==> src/rtl/rgbw_spi_master_if.sv <==
// Host-side bundle for the RGBW lamp SPI transmitter.
//   start, *_in : frame request and the seven command bytes (host -> transmitter)
//   busy, done  : frame status (transmitter -> host)
//   sck/mosi/cs : SPI mode-0 wire signals (transmitter -> lamp)
// modport master : the transmitter side; modport slave : host/harness side.
interface rgbw_spi_master_if;
  logic       start;
  logic [7:0] mode_in;
  logic [7:0] lint_in;
  logic [7:0] color_idx_in;
  logic [7:0] white_in;
  logic [7:0] red_in;
  logic [7:0] green_in;
  logic [7:0] blue_in;
  logic       busy;
  logic       done;
  logic       sck;
  logic       mosi;
  logic       cs;

  modport master (
    input  start, mode_in, lint_in, color_idx_in, white_in, red_in, green_in, blue_in,
    output busy, done, sck, mosi, cs
  );

  modport slave (
    output start, mode_in, lint_in, color_idx_in, white_in, red_in, green_in, blue_in,
    input  busy, done, sck, mosi, cs
  );
endinterface

==> src/rtl/rgbw_spi_master.sv <==
// SPI mode-0 transmitter for the 7-byte lamp command frame
// (mode, lint, colorIdx, white, red, green, blue), each byte MSB first.
// Ports:
//   clk   : system clock, rising edge
//   reset : asynchronous, active-high
//   bus   : rgbw_spi_master_if.master (start, byte inputs, busy, done, sck, mosi, cs)
// Parameters:
//   CLK_DIV    : sck half-period in clk cycles (2..255)
//   GAP_CYCLES : idle cycles between bytes with cs low and sck low (0 allowed)
// Frame length from the accepting edge to cs rising:
//   CLK_DIV + 7*16*CLK_DIV + 6*GAP_CYCLES + CLK_DIV cycles.
module rgbw_spi_master #(
  parameter int CLK_DIV    = 4,
  parameter int GAP_CYCLES = 8
) (
  input  logic               clk,
  input  logic               reset,
  rgbw_spi_master_if.master  bus
);

  typedef enum logic [2:0] {IDLE, SETUP, SHIFT, GAP, HOLD} state_t;

  localparam int CNT_MAX = (CLK_DIV > GAP_CYCLES) ? CLK_DIV : GAP_CYCLES;
  localparam int CW      = $clog2(CNT_MAX + 1);
  localparam logic [CW-1:0] DIV_LAST = CW'(CLK_DIV - 1);
  localparam logic [CW-1:0] GAP_LAST = (GAP_CYCLES > 0) ? CW'(GAP_CYCLES - 1) : '0;
  // With no inter-byte gap the next byte starts shifting on the byte-end edge.
  localparam state_t AFTER_BYTE = (GAP_CYCLES > 0) ? GAP : SHIFT;

  state_t        state, state_n;
  logic [CW-1:0] cnt, cnt_n;
  logic [2:0]    bit_cnt, bit_cnt_n;
  logic [2:0]    byte_cnt, byte_cnt_n;
  // Remaining frame bits after the one currently on mosi; shifts out of bit 54.
  logic [54:0]   shadow, shadow_n;
  logic          sck_q, sck_n;
  logic          mosi_q, mosi_n;
  logic          cs_q, cs_n;
  logic          busy_q, busy_n;
  logic          done_q, done_n;
  logic          div_end;

  assign div_end = (cnt == DIV_LAST);

  always_ff @(posedge clk or posedge reset) begin
    if (reset) begin
      state    <= IDLE;
      cnt      <= '0;
      bit_cnt  <= '0;
      byte_cnt <= '0;
      shadow   <= '0;
      sck_q    <= 1'b0;
      mosi_q   <= 1'b0;
      cs_q     <= 1'b1;
      busy_q   <= 1'b0;
      done_q   <= 1'b0;
    end else begin
      state    <= state_n;
      cnt      <= cnt_n;
      bit_cnt  <= bit_cnt_n;
      byte_cnt <= byte_cnt_n;
      shadow   <= shadow_n;
      sck_q    <= sck_n;
      mosi_q   <= mosi_n;
      cs_q     <= cs_n;
      busy_q   <= busy_n;
      done_q   <= done_n;
    end
  end

  always_comb begin
    state_n    = state;
    cnt_n      = cnt;
    bit_cnt_n  = bit_cnt;
    byte_cnt_n = byte_cnt;
    shadow_n   = shadow;
    sck_n      = sck_q;
    mosi_n     = mosi_q;
    cs_n       = cs_q;
    busy_n     = busy_q;
    done_n     = 1'b0;

    case (state)
      IDLE: begin
        cnt_n = '0;
        if (bus.start) begin
          shadow_n   = {bus.mode_in[6:0], bus.lint_in, bus.color_idx_in, bus.white_in,
                        bus.red_in, bus.green_in, bus.blue_in};
          mosi_n     = bus.mode_in[7];
          cs_n       = 1'b0;
          busy_n     = 1'b1;
          bit_cnt_n  = '0;
          byte_cnt_n = '0;
          state_n    = SETUP;
        end
      end

      SETUP: begin
        if (div_end) begin
          cnt_n   = '0;
          state_n = SHIFT;
        end else begin
          cnt_n = cnt + CW'(1);
        end
      end

      SHIFT: begin
        if (div_end) begin
          cnt_n = '0;
          sck_n = ~sck_q;
          if (sck_q) begin
            // Falling edge: advance to the next bit unless the frame is over.
            bit_cnt_n = bit_cnt + 3'd1;
            if (bit_cnt == 3'd7 && byte_cnt == 3'd6) begin
              state_n = HOLD;
            end else begin
              shadow_n = {shadow[53:0], 1'b0};
              mosi_n   = shadow[54];
              if (bit_cnt == 3'd7) begin
                byte_cnt_n = byte_cnt + 3'd1;
                state_n    = AFTER_BYTE;
              end
            end
          end
        end else begin
          cnt_n = cnt + CW'(1);
        end
      end

      GAP: begin
        if (cnt == GAP_LAST) begin
          cnt_n   = '0;
          state_n = SHIFT;
        end else begin
          cnt_n = cnt + CW'(1);
        end
      end

      HOLD: begin
        if (div_end) begin
          cnt_n   = '0;
          cs_n    = 1'b1;
          busy_n  = 1'b0;
          done_n  = 1'b1;
          mosi_n  = 1'b0;
          state_n = IDLE;
        end else begin
          cnt_n = cnt + CW'(1);
        end
      end

      default: state_n = IDLE;
    endcase
  end

  assign bus.sck  = sck_q;
  assign bus.mosi = mosi_q;
  assign bus.cs   = cs_q;
  assign bus.busy = busy_q;
  assign bus.done = done_q;

endmodule

==> src/flat_wrapper.sv <==
// flat-port wrapper written by rule: the top's interface ports become plain ports
module rgbw_spi_master_flat 
#(
  parameter int CLK_DIV    = 4,
  parameter int GAP_CYCLES = 8
)
  (clk, reset, bus_start, bus_mode_in, bus_lint_in, bus_color_idx_in, bus_white_in, bus_red_in, bus_green_in, bus_blue_in, bus_busy, bus_done, bus_sck, bus_mosi, bus_cs);
  rgbw_spi_master_if bus_i ();
  input  logic clk;
  input  logic reset;
  input wire logic [$bits(bus_i.start)-1:0] bus_start;
  input wire logic [$bits(bus_i.mode_in)-1:0] bus_mode_in;
  input wire logic [$bits(bus_i.lint_in)-1:0] bus_lint_in;
  input wire logic [$bits(bus_i.color_idx_in)-1:0] bus_color_idx_in;
  input wire logic [$bits(bus_i.white_in)-1:0] bus_white_in;
  input wire logic [$bits(bus_i.red_in)-1:0] bus_red_in;
  input wire logic [$bits(bus_i.green_in)-1:0] bus_green_in;
  input wire logic [$bits(bus_i.blue_in)-1:0] bus_blue_in;
  output wire logic [$bits(bus_i.busy)-1:0] bus_busy;
  output wire logic [$bits(bus_i.done)-1:0] bus_done;
  output wire logic [$bits(bus_i.sck)-1:0] bus_sck;
  output wire logic [$bits(bus_i.mosi)-1:0] bus_mosi;
  output wire logic [$bits(bus_i.cs)-1:0] bus_cs;
  assign bus_i.start = bus_start;
  assign bus_i.mode_in = bus_mode_in;
  assign bus_i.lint_in = bus_lint_in;
  assign bus_i.color_idx_in = bus_color_idx_in;
  assign bus_i.white_in = bus_white_in;
  assign bus_i.red_in = bus_red_in;
  assign bus_i.green_in = bus_green_in;
  assign bus_i.blue_in = bus_blue_in;
  assign bus_busy = bus_i.busy;
  assign bus_done = bus_i.done;
  assign bus_sck = bus_i.sck;
  assign bus_mosi = bus_i.mosi;
  assign bus_cs = bus_i.cs;
  rgbw_spi_master #(.CLK_DIV(CLK_DIV), .GAP_CYCLES(GAP_CYCLES)) u_core (.clk(clk), .reset(reset), .bus(bus_i));
endmodule
==> config.mk <==
export PLATFORM = sky130hd
export DESIGN_NAME = rgbw_spi_master_flat
export DESIGN_NICKNAME = d
export VERILOG_FILES = /design/src/rtl/rgbw_spi_master_if.sv /design/src/rtl/rgbw_spi_master.sv /design/src/flat_wrapper.sv
export SDC_FILE = /design/constraint.sdc
export NUM_CORES = 1
export LEC_CHECK = 0
export CAP_MARGIN = 40
export CELL_PAD_IN_SITES_DETAIL_PLACEMENT = 0
export CELL_PAD_IN_SITES_GLOBAL_PLACEMENT = 2
export CORE_MARGIN = 5
export CORE_UTILIZATION = 34
export DETAILED_ROUTE_END_ITERATION = 10
export PLACE_DENSITY_LB_ADDON = 0.1
export SLEW_MARGIN = 25
export SYNTH_ARGS = -nofsm -noshare
export SYNTH_HDL_FRONTEND = slang
export SYNTH_SLANG_ARGS = --single-unit
==> constraint.sdc <==
create_clock -name clk -period 2.46 [get_ports clk]
set_input_delay 0.369 -clock clk [delete_from_list [all_inputs] [get_ports clk]]
set_output_delay 0.369 -clock clk [all_outputs]
set_load 0.02 [all_outputs]
==> reports/results.ini, run 1 <==
[yosys]
synth_seq_area_share = 0.4921
synth-edff-count = 0
synth_top_cell_area_share = 0.4850
syn_area_um2 = 3715
yosysUniqueCellTypes = 44
synth_cells = 352
synthFlopType = dfrtp_1
synth_largest_area_cell = dfrtp_1
ys_warn_count = 0
avgSynthCellArea_um2 = 10.55
ys_top_cells_by_area = dfrtp_1, mux2i_1, o21ai_1, nand2_1, buf_12
ys_seq_elements = 73
syn-num-nets = 416
async_reset_ff_frac = 1.000

[floorplan]
die_area_um2 = 13120
die_x_um = 114.5
initial_core_util = 0.3442
die_h_um = 114.5
core.rowCount = 38
ios = 64
core_um2 = 10790

[critical_path]
reg2reg_depth = 7
endpoint = u_core.shadow[41]
reg2reg_from = u_core.bit_cnt[0]
rrSetupSlack_ps = 510
cp.required_ps = 2730
r2r-end = u_core.shadow[41]
end_kind = flop
cp-start-kind = flop
crit_start = u_core.bit_cnt[0]
crit_type = flop to flop
cp_max_fo = 64
cp_data_arrival_time_ps = 2230

[power_and_ir_drop]
switching_power_uw = 1972
switching_share = 0.3660
p_int_uw = 3417
power_density_nw_per_um2 = 1152
p_leak_uw = 0.002036
pwr-share-seq = 0.383
clkPwrFrac = 0.195
total_power_uw = 5390
irDropWorstVdd_uv = 427.6
combPwrFrac = 0.422

[place]
gp_congestion = 0.7557
portBuffers = 63
dpl.hpwl_um = 5557

[global_routing]
grt_max_degree = 65
first_global_vias = 2743
antenna_found_initial = 0
grt_pass1_wl_um = 13460
grt.total_usage = 0.1298
grt-ovfl-total = 0

[clock_network]
ctsResizeCount = 0
cts_buffer_depth = 2
worst_skew_pair.late_latency_ps = 340
cts_sinks = 73
cts_hold_buf = 0
cts_buffers = 9
clkTransAtPathRegs_ps = 80
cts_tree = built
h-tree-depth = 3
root_buffer = clkbuf_8
post_cts_buffers = 0

[cells_and_area]
fin_util = 0.4333
diodes = 0
seq_area_um2 = 1828
fin_nets = 476
fillers = 1083
area_delta_synth_final_pct = 25.90
multiInputGateArea_um2 = 1652
drive_gt1_frac = 0.08873

[timing]
timing.fmax_ghz = 0.5117
tightestPinTransition_ps = 487.4
setup_tns_ps = 0
relSlewSlack = 0.6729
layout_min_cycle_time_ps = 1954
period_share = 0.7944
setup_viol = 0
final_max_slew_viol_count = 0
finClkSkew_ps = 12.09
rsz0062_at_grt = no
hold_viol_final = 0

[hold_path]
min_path_type = input port to async pin

[job]
drv_cap = 0

[route]
drtIter0Drc = 91
postRouteAntennaNets = 0
vias = 2642
avgViaCountPerCell = 4.743
drt-pass1-iter-count = 4
routed_wl_um = 8068
wl_per_cell_um = 14.48
route.detailed.drc = 0

[outcome]
status = complete, no violations

[how the worst min path moves through the flow]
stage	cells after the start	startpoint	endpoint	slack [ps]
6_report	2	reset	u_core.shadow[39]	340
5_1_grt	2	reset	u_core.shadow[33]	340
2_1_floorplan	2	u_core.shadow[1]	u_core.shadow[1]	450
4_1_cts	2	reset	u_core.shadow[32]	330
3_3_place_gp	2	u_core.shadow[12]	u_core.shadow[12]	470
3_5_place_dp	2	u_core.shadow[12]	u_core.shadow[12]	480
[logic make-up after synthesis]
family	Yosys count	share of synthesized area
xor gates and xnor gates	3	0.007074
DFF	73	0.4921
buffers and inverters	30	0.06332
AOI/OAI and AO/OA	91	0.1462
adders and majority gates	5	0.01684
muxes	58	0.1576
and+or+nand+nor	92	0.1169
[layout by cell type (no fill, tap or decap), types with 2 or more instances in the layout]
cell type	n
nand3_1	5
clkdlybuf4s50_1	63
nand2_1	63
o21ai_0	14
clkinv_4	2
buf_4	4
nor2_1	8
dfrtp_1	72
nand4_1	2
clkbuf_8	9
mux2i_1	54
ha_1	5
mux2_2	3
nor3_1	5
a21oi_1	6
o21ai_1	50
a22o_1	9
buf_12	6
xnor2_1	3
bufinv_16	2
inv_1	5
[sequential cells by signal (all words and copies together) (netlist names)]
name / count
u_core.bit_cnt: 3
u_core.bus.busy: 1
u_core.bus.cs: 1
u_core.bus.done: 1
u_core.bus.mosi: 1
u_core.bus.sck: 1
u_core.byte_cnt: 3
u_core.cnt: 4
u_core.shadow: 55
u_core.state: 3
[stage by stage]
stage,hold slack (ps),cell area (um^2),cells,worst slack [ps]
floorplan,449.6,3715,352,239.4
global placement,465.5,4458,541,517.2
detailed placement,475.3,4458,541,496.3
CTS,331.3,4677,557,499.0
global route,340.0,4677,557,355.8
finish,337.8,4677,557,505.9
[Yosys cell counts (5+ instances only)]
library cell	count
o21ai_1	50
nor3_1	5
nor2_1	8
a22o_1	9
a21oi_1	6
inv_1	6
ha_1	5
o21ai_0	14
dfrtp_1	72
buf_12	5
nand2_1	63
mux2i_1	54
buf_2	8
nand3_1	5
[power groups by stage]
stage	clock [uW]	combinational, uW	sequential [uW]
floorplan	0	1960	2010
global placement	0	2290	2080
detailed placement	0	2320	2090
CTS	1100	2320	2070
global route	1150	2570	2140
finish	1050	2280	2060
[per-layer routing]
metal / global-route usage / share of wire / up-vias
li1: - / - / 1362
met1: 0.1744 / 0.48 / 1229
met2: 0.2057 / 0.47 / 45
met3: 0.03436 / 0.042 / 6
met4: 0.03800 / 0.011 / 0
met5: 0 / 0 / -
[critical path, cell delays in order (launching register included)]
cell     delay (ps)
dfrtp_1         380
ha_1            170
ha_1            260
nand3_1         280
a31oi_4         310
buf_12          280
nand2_1         100
o21ai_1          80
[cell type report]
| cell class | count | share of cell area |
|---|---|---|
| flip-flops and latches | 73 | 0.3908 |
| inverters | 6 | 0.004815 |
| clock buffers | 10 | 0.02729 |
| multi-input cells | 249 | 0.3531 |
| repair buffers | 73 | 0.1669 |
| well taps | 140 | 0.03745 |
| clock inverters | 6 | 0.01953 |
No activity file was read; power rests on OpenSTA's default activity.
==> run 2: changes to the inputs <==
clock period = 2 ns   (was 2.46 ns; I/O delays follow)
==> reports/results.ini, run 2 (same netlist as run 1, synthesis figures left out) <==
[critical_path]
r2r-end = u_core.shadow[23]  ; was u_core.shadow[41]
path_buf_inv = 1  ; unchanged
cp_max_fo = 68  ; was 64
endpoint = u_core.shadow[23]  ; was u_core.shadow[41]
cp_top_family = simple AND/OR/NAND/NOR gates  ; was adder cells
critPathMaxStageDelay_ps = 410  ; was 380 ps
cp_data_arrival_time_ps = 2050  ; was 2230 ps
reg2reg_from = u_core.cnt[0]  ; was u_core.bit_cnt[0]
rrSetupSlack_ps = 210  ; was 510 ps
cp.required_ps = 2260  ; was 2730 ps
cp-start-kind = flop  ; unchanged
critical_path_depth = 6  ; was 7
cp_cell_sequence = ha_1 > and4bb_2 > a31oi_4 > buf_12 > nand2_1 > o21ai_1  ; was ha_1 > ha_1 > nand3_1 > a31oi_4 > buf_12 > nand2_1 > o21ai_1
slowest_stage = dfrtp_1  ; unchanged
end_kind = flop  ; unchanged
reg2reg_depth = 6  ; was 7
crit_start = u_core.cnt[0]  ; was u_core.bit_cnt[0]
crit_type = flop to flop  ; unchanged

[floorplan]
core.rowCount = 38  ; unchanged
die_area_um2 = 13120  ; unchanged
die_x_um = 114.5  ; unchanged
core_um2 = 10790  ; unchanged
ios = 64  ; unchanged
initial_core_util = 0.3442  ; unchanged
die_h_um = 114.5  ; unchanged

[clock_network]
worst_skew_pair.late_latency_ps = 340  ; about the same
cts_buffer_depth = 2  ; unchanged
cts_sinks = 73  ; unchanged
cts_hold_buf = 0  ; unchanged
cts_buffers = 9  ; unchanged
root_buffer = clkbuf_8  ; unchanged
cts_tree = built  ; unchanged
post_cts_buffers = 0  ; unchanged
ctsResizeCount = 0  ; unchanged
clkTransAtPathRegs_ps = 80  ; about the same
h-tree-depth = 3  ; unchanged

[timing]
period_share = 0.8942  ; was 0.7944
setup_viol = 0  ; unchanged
relSlewSlack = 0.6888  ; was 0.6729
setup_tns_ps = 0  ; unchanged
hold_viol_final = 0  ; unchanged
timing.fmax_ghz = 0.5592  ; was 0.5117 GHz
tightestPinTransition_ps = 463.7  ; was 487.4 ps
final_max_slew_viol_count = 0  ; unchanged
layout_min_cycle_time_ps = 1788  ; was 1954 ps
rsz0062_at_grt = no  ; unchanged
finClkSkew_ps = 10.36  ; was 12.09 ps

[route]
avgViaCountPerCell = 4.816  ; was 4.743
wl_per_cell_um = 14.59  ; was 14.48 um
vias = 2697  ; was 2642
drt-pass1-iter-count = 4  ; unchanged
postRouteAntennaNets = 0  ; unchanged
drtIter0Drc = 125  ; was 91
routed_wl_um = 8173  ; was 8068 um
route.detailed.drc = 0  ; unchanged

[hold_path]
min_path_type = input port to async pin  ; unchanged

[cells_and_area]
top_register = u_core.shadow  ; unchanged
fillers = 1043  ; was 1083
fin_area_um2 = 4661  ; was 4677 um^2
largest_reg_flops = 55  ; unchanged
layout_common_cells = dfrtp_1, nand2_1, clkdlybuf4s50_1  ; unchanged
area_delta_synth_final_pct = 25.46  ; was 25.90%
layout.cells.most_common = dfrtp_1  ; unchanged
fin_nets = 479  ; was 476
top_regs = u_core.shadow (55), u_core.cnt (4)  ; unchanged
drive_gt1_frac = 0.09048  ; was 0.08873
diodes = 0  ; unchanged

[global_routing]
grt_max_degree = 74  ; was 65
first_global_vias = 2880  ; was 2743
grt.total_usage = 0.1354  ; was 0.1298
antenna_found_initial = 0  ; unchanged
grt-ovfl-total = 0  ; unchanged
grt_pass1_wl_um = 14250  ; was 13460 um

[place]
dpl.hpwl_um = 5538  ; was 5557 um
gp_congestion = 0.7262  ; was 0.7557
place_area_um2 = 4472  ; was 4458 um^2
portBuffers = 63  ; unchanged

[job]
drv_cap = 0  ; unchanged

[power_and_ir_drop]
p_leak_uw = 0.002028  ; was 0.002036 uW
power_density_nw_per_um2 = 1402  ; was 1152 nW/um^2
irDropWorstVdd_uv = 610.1  ; was 427.6 uV

[outcome]
status = complete, no violations  ; unchanged

[run 2: cell types whose count changed in the layout (fill, tap and decap cells not counted), sizes merged]
cell,delta
buf,+3
bufinv,-1
clkbuf,+3
clkinv,-1
clkinvlp,+1
inv,-2
[run 2: power by group]
part	internal [uW]	total (uW)	switching [uW]
Clock	609	1150	537
Combinational	1390	2850	1460
Sequential	2130	2540	405
[run 2: cell type report]
| cell class | count | area (um^2) | area share |
|---|---|---|---|
| inverter | 6 | 26.28 | 0.005638 |
| sequential | 73 | 1828 | 0.3922 |
| tap | 140 | 175.2 | 0.03758 |
| multi-input combinational | 249 | 1652 | 0.3544 |
| clock inverter | 3 | 40.04 | 0.008591 |
| timing repair buffer | 76 | 790.8 | 0.1697 |
| clock buffer | 13 | 148.9 | 0.03195 |
[run 2: metal layers]
layer  up-vias  wire length [um]  GRT usage
met5         -                 0          0
li1       1373                 -          -
met4         0                80    0.03800
met2        50              3724     0.2080
met1      1266              3991     0.1867
met3         8               376    0.03805
[run 2: worst min path at each step]
stage	from	endpoint	slack, ps	cells past startpoint
4_1_cts	reset	u_core.shadow[32]	430	3
5_1_grt	reset	u_core.shadow[34]	470	3
3_5_place_dp	u_core.bus.cs	u_core.bus.cs	470	2
3_3_place_gp	u_core.shadow[52]	u_core.shadow[52]	460	2
6_report	reset	u_core.shadow[33]	410	3
2_1_floorplan	bus_blue_in[0]	u_core.shadow[0]	440	1
[run 2: worst min-delay path, delay by kind of cell]
| kind | cells | cell delay, ps |
|---|---|---|
| buffers and inverters | 3 | 870 |
[run 2: per-stage QoR]
stage / utilization / worst slack (ps) / cells / power [uW] / hold WS (ps)
after floorplan: - / 278.7 / 352 / 4886 / 439.9
after global placement: 0.4143 / 233.5 / 544 / 5418 / 464.3
after detailed placement: 0.4143 / 179.8 / 544 / 5466 / 472.4
after CTS: 0.4318 / 194.7 / 560 / 6640 / 429.4
after global routing: 0.4318 / 70.43 / 560 / 7133 / 469.2
final: 0.4318 / 211.6 / 560 / 6532 / 408.1
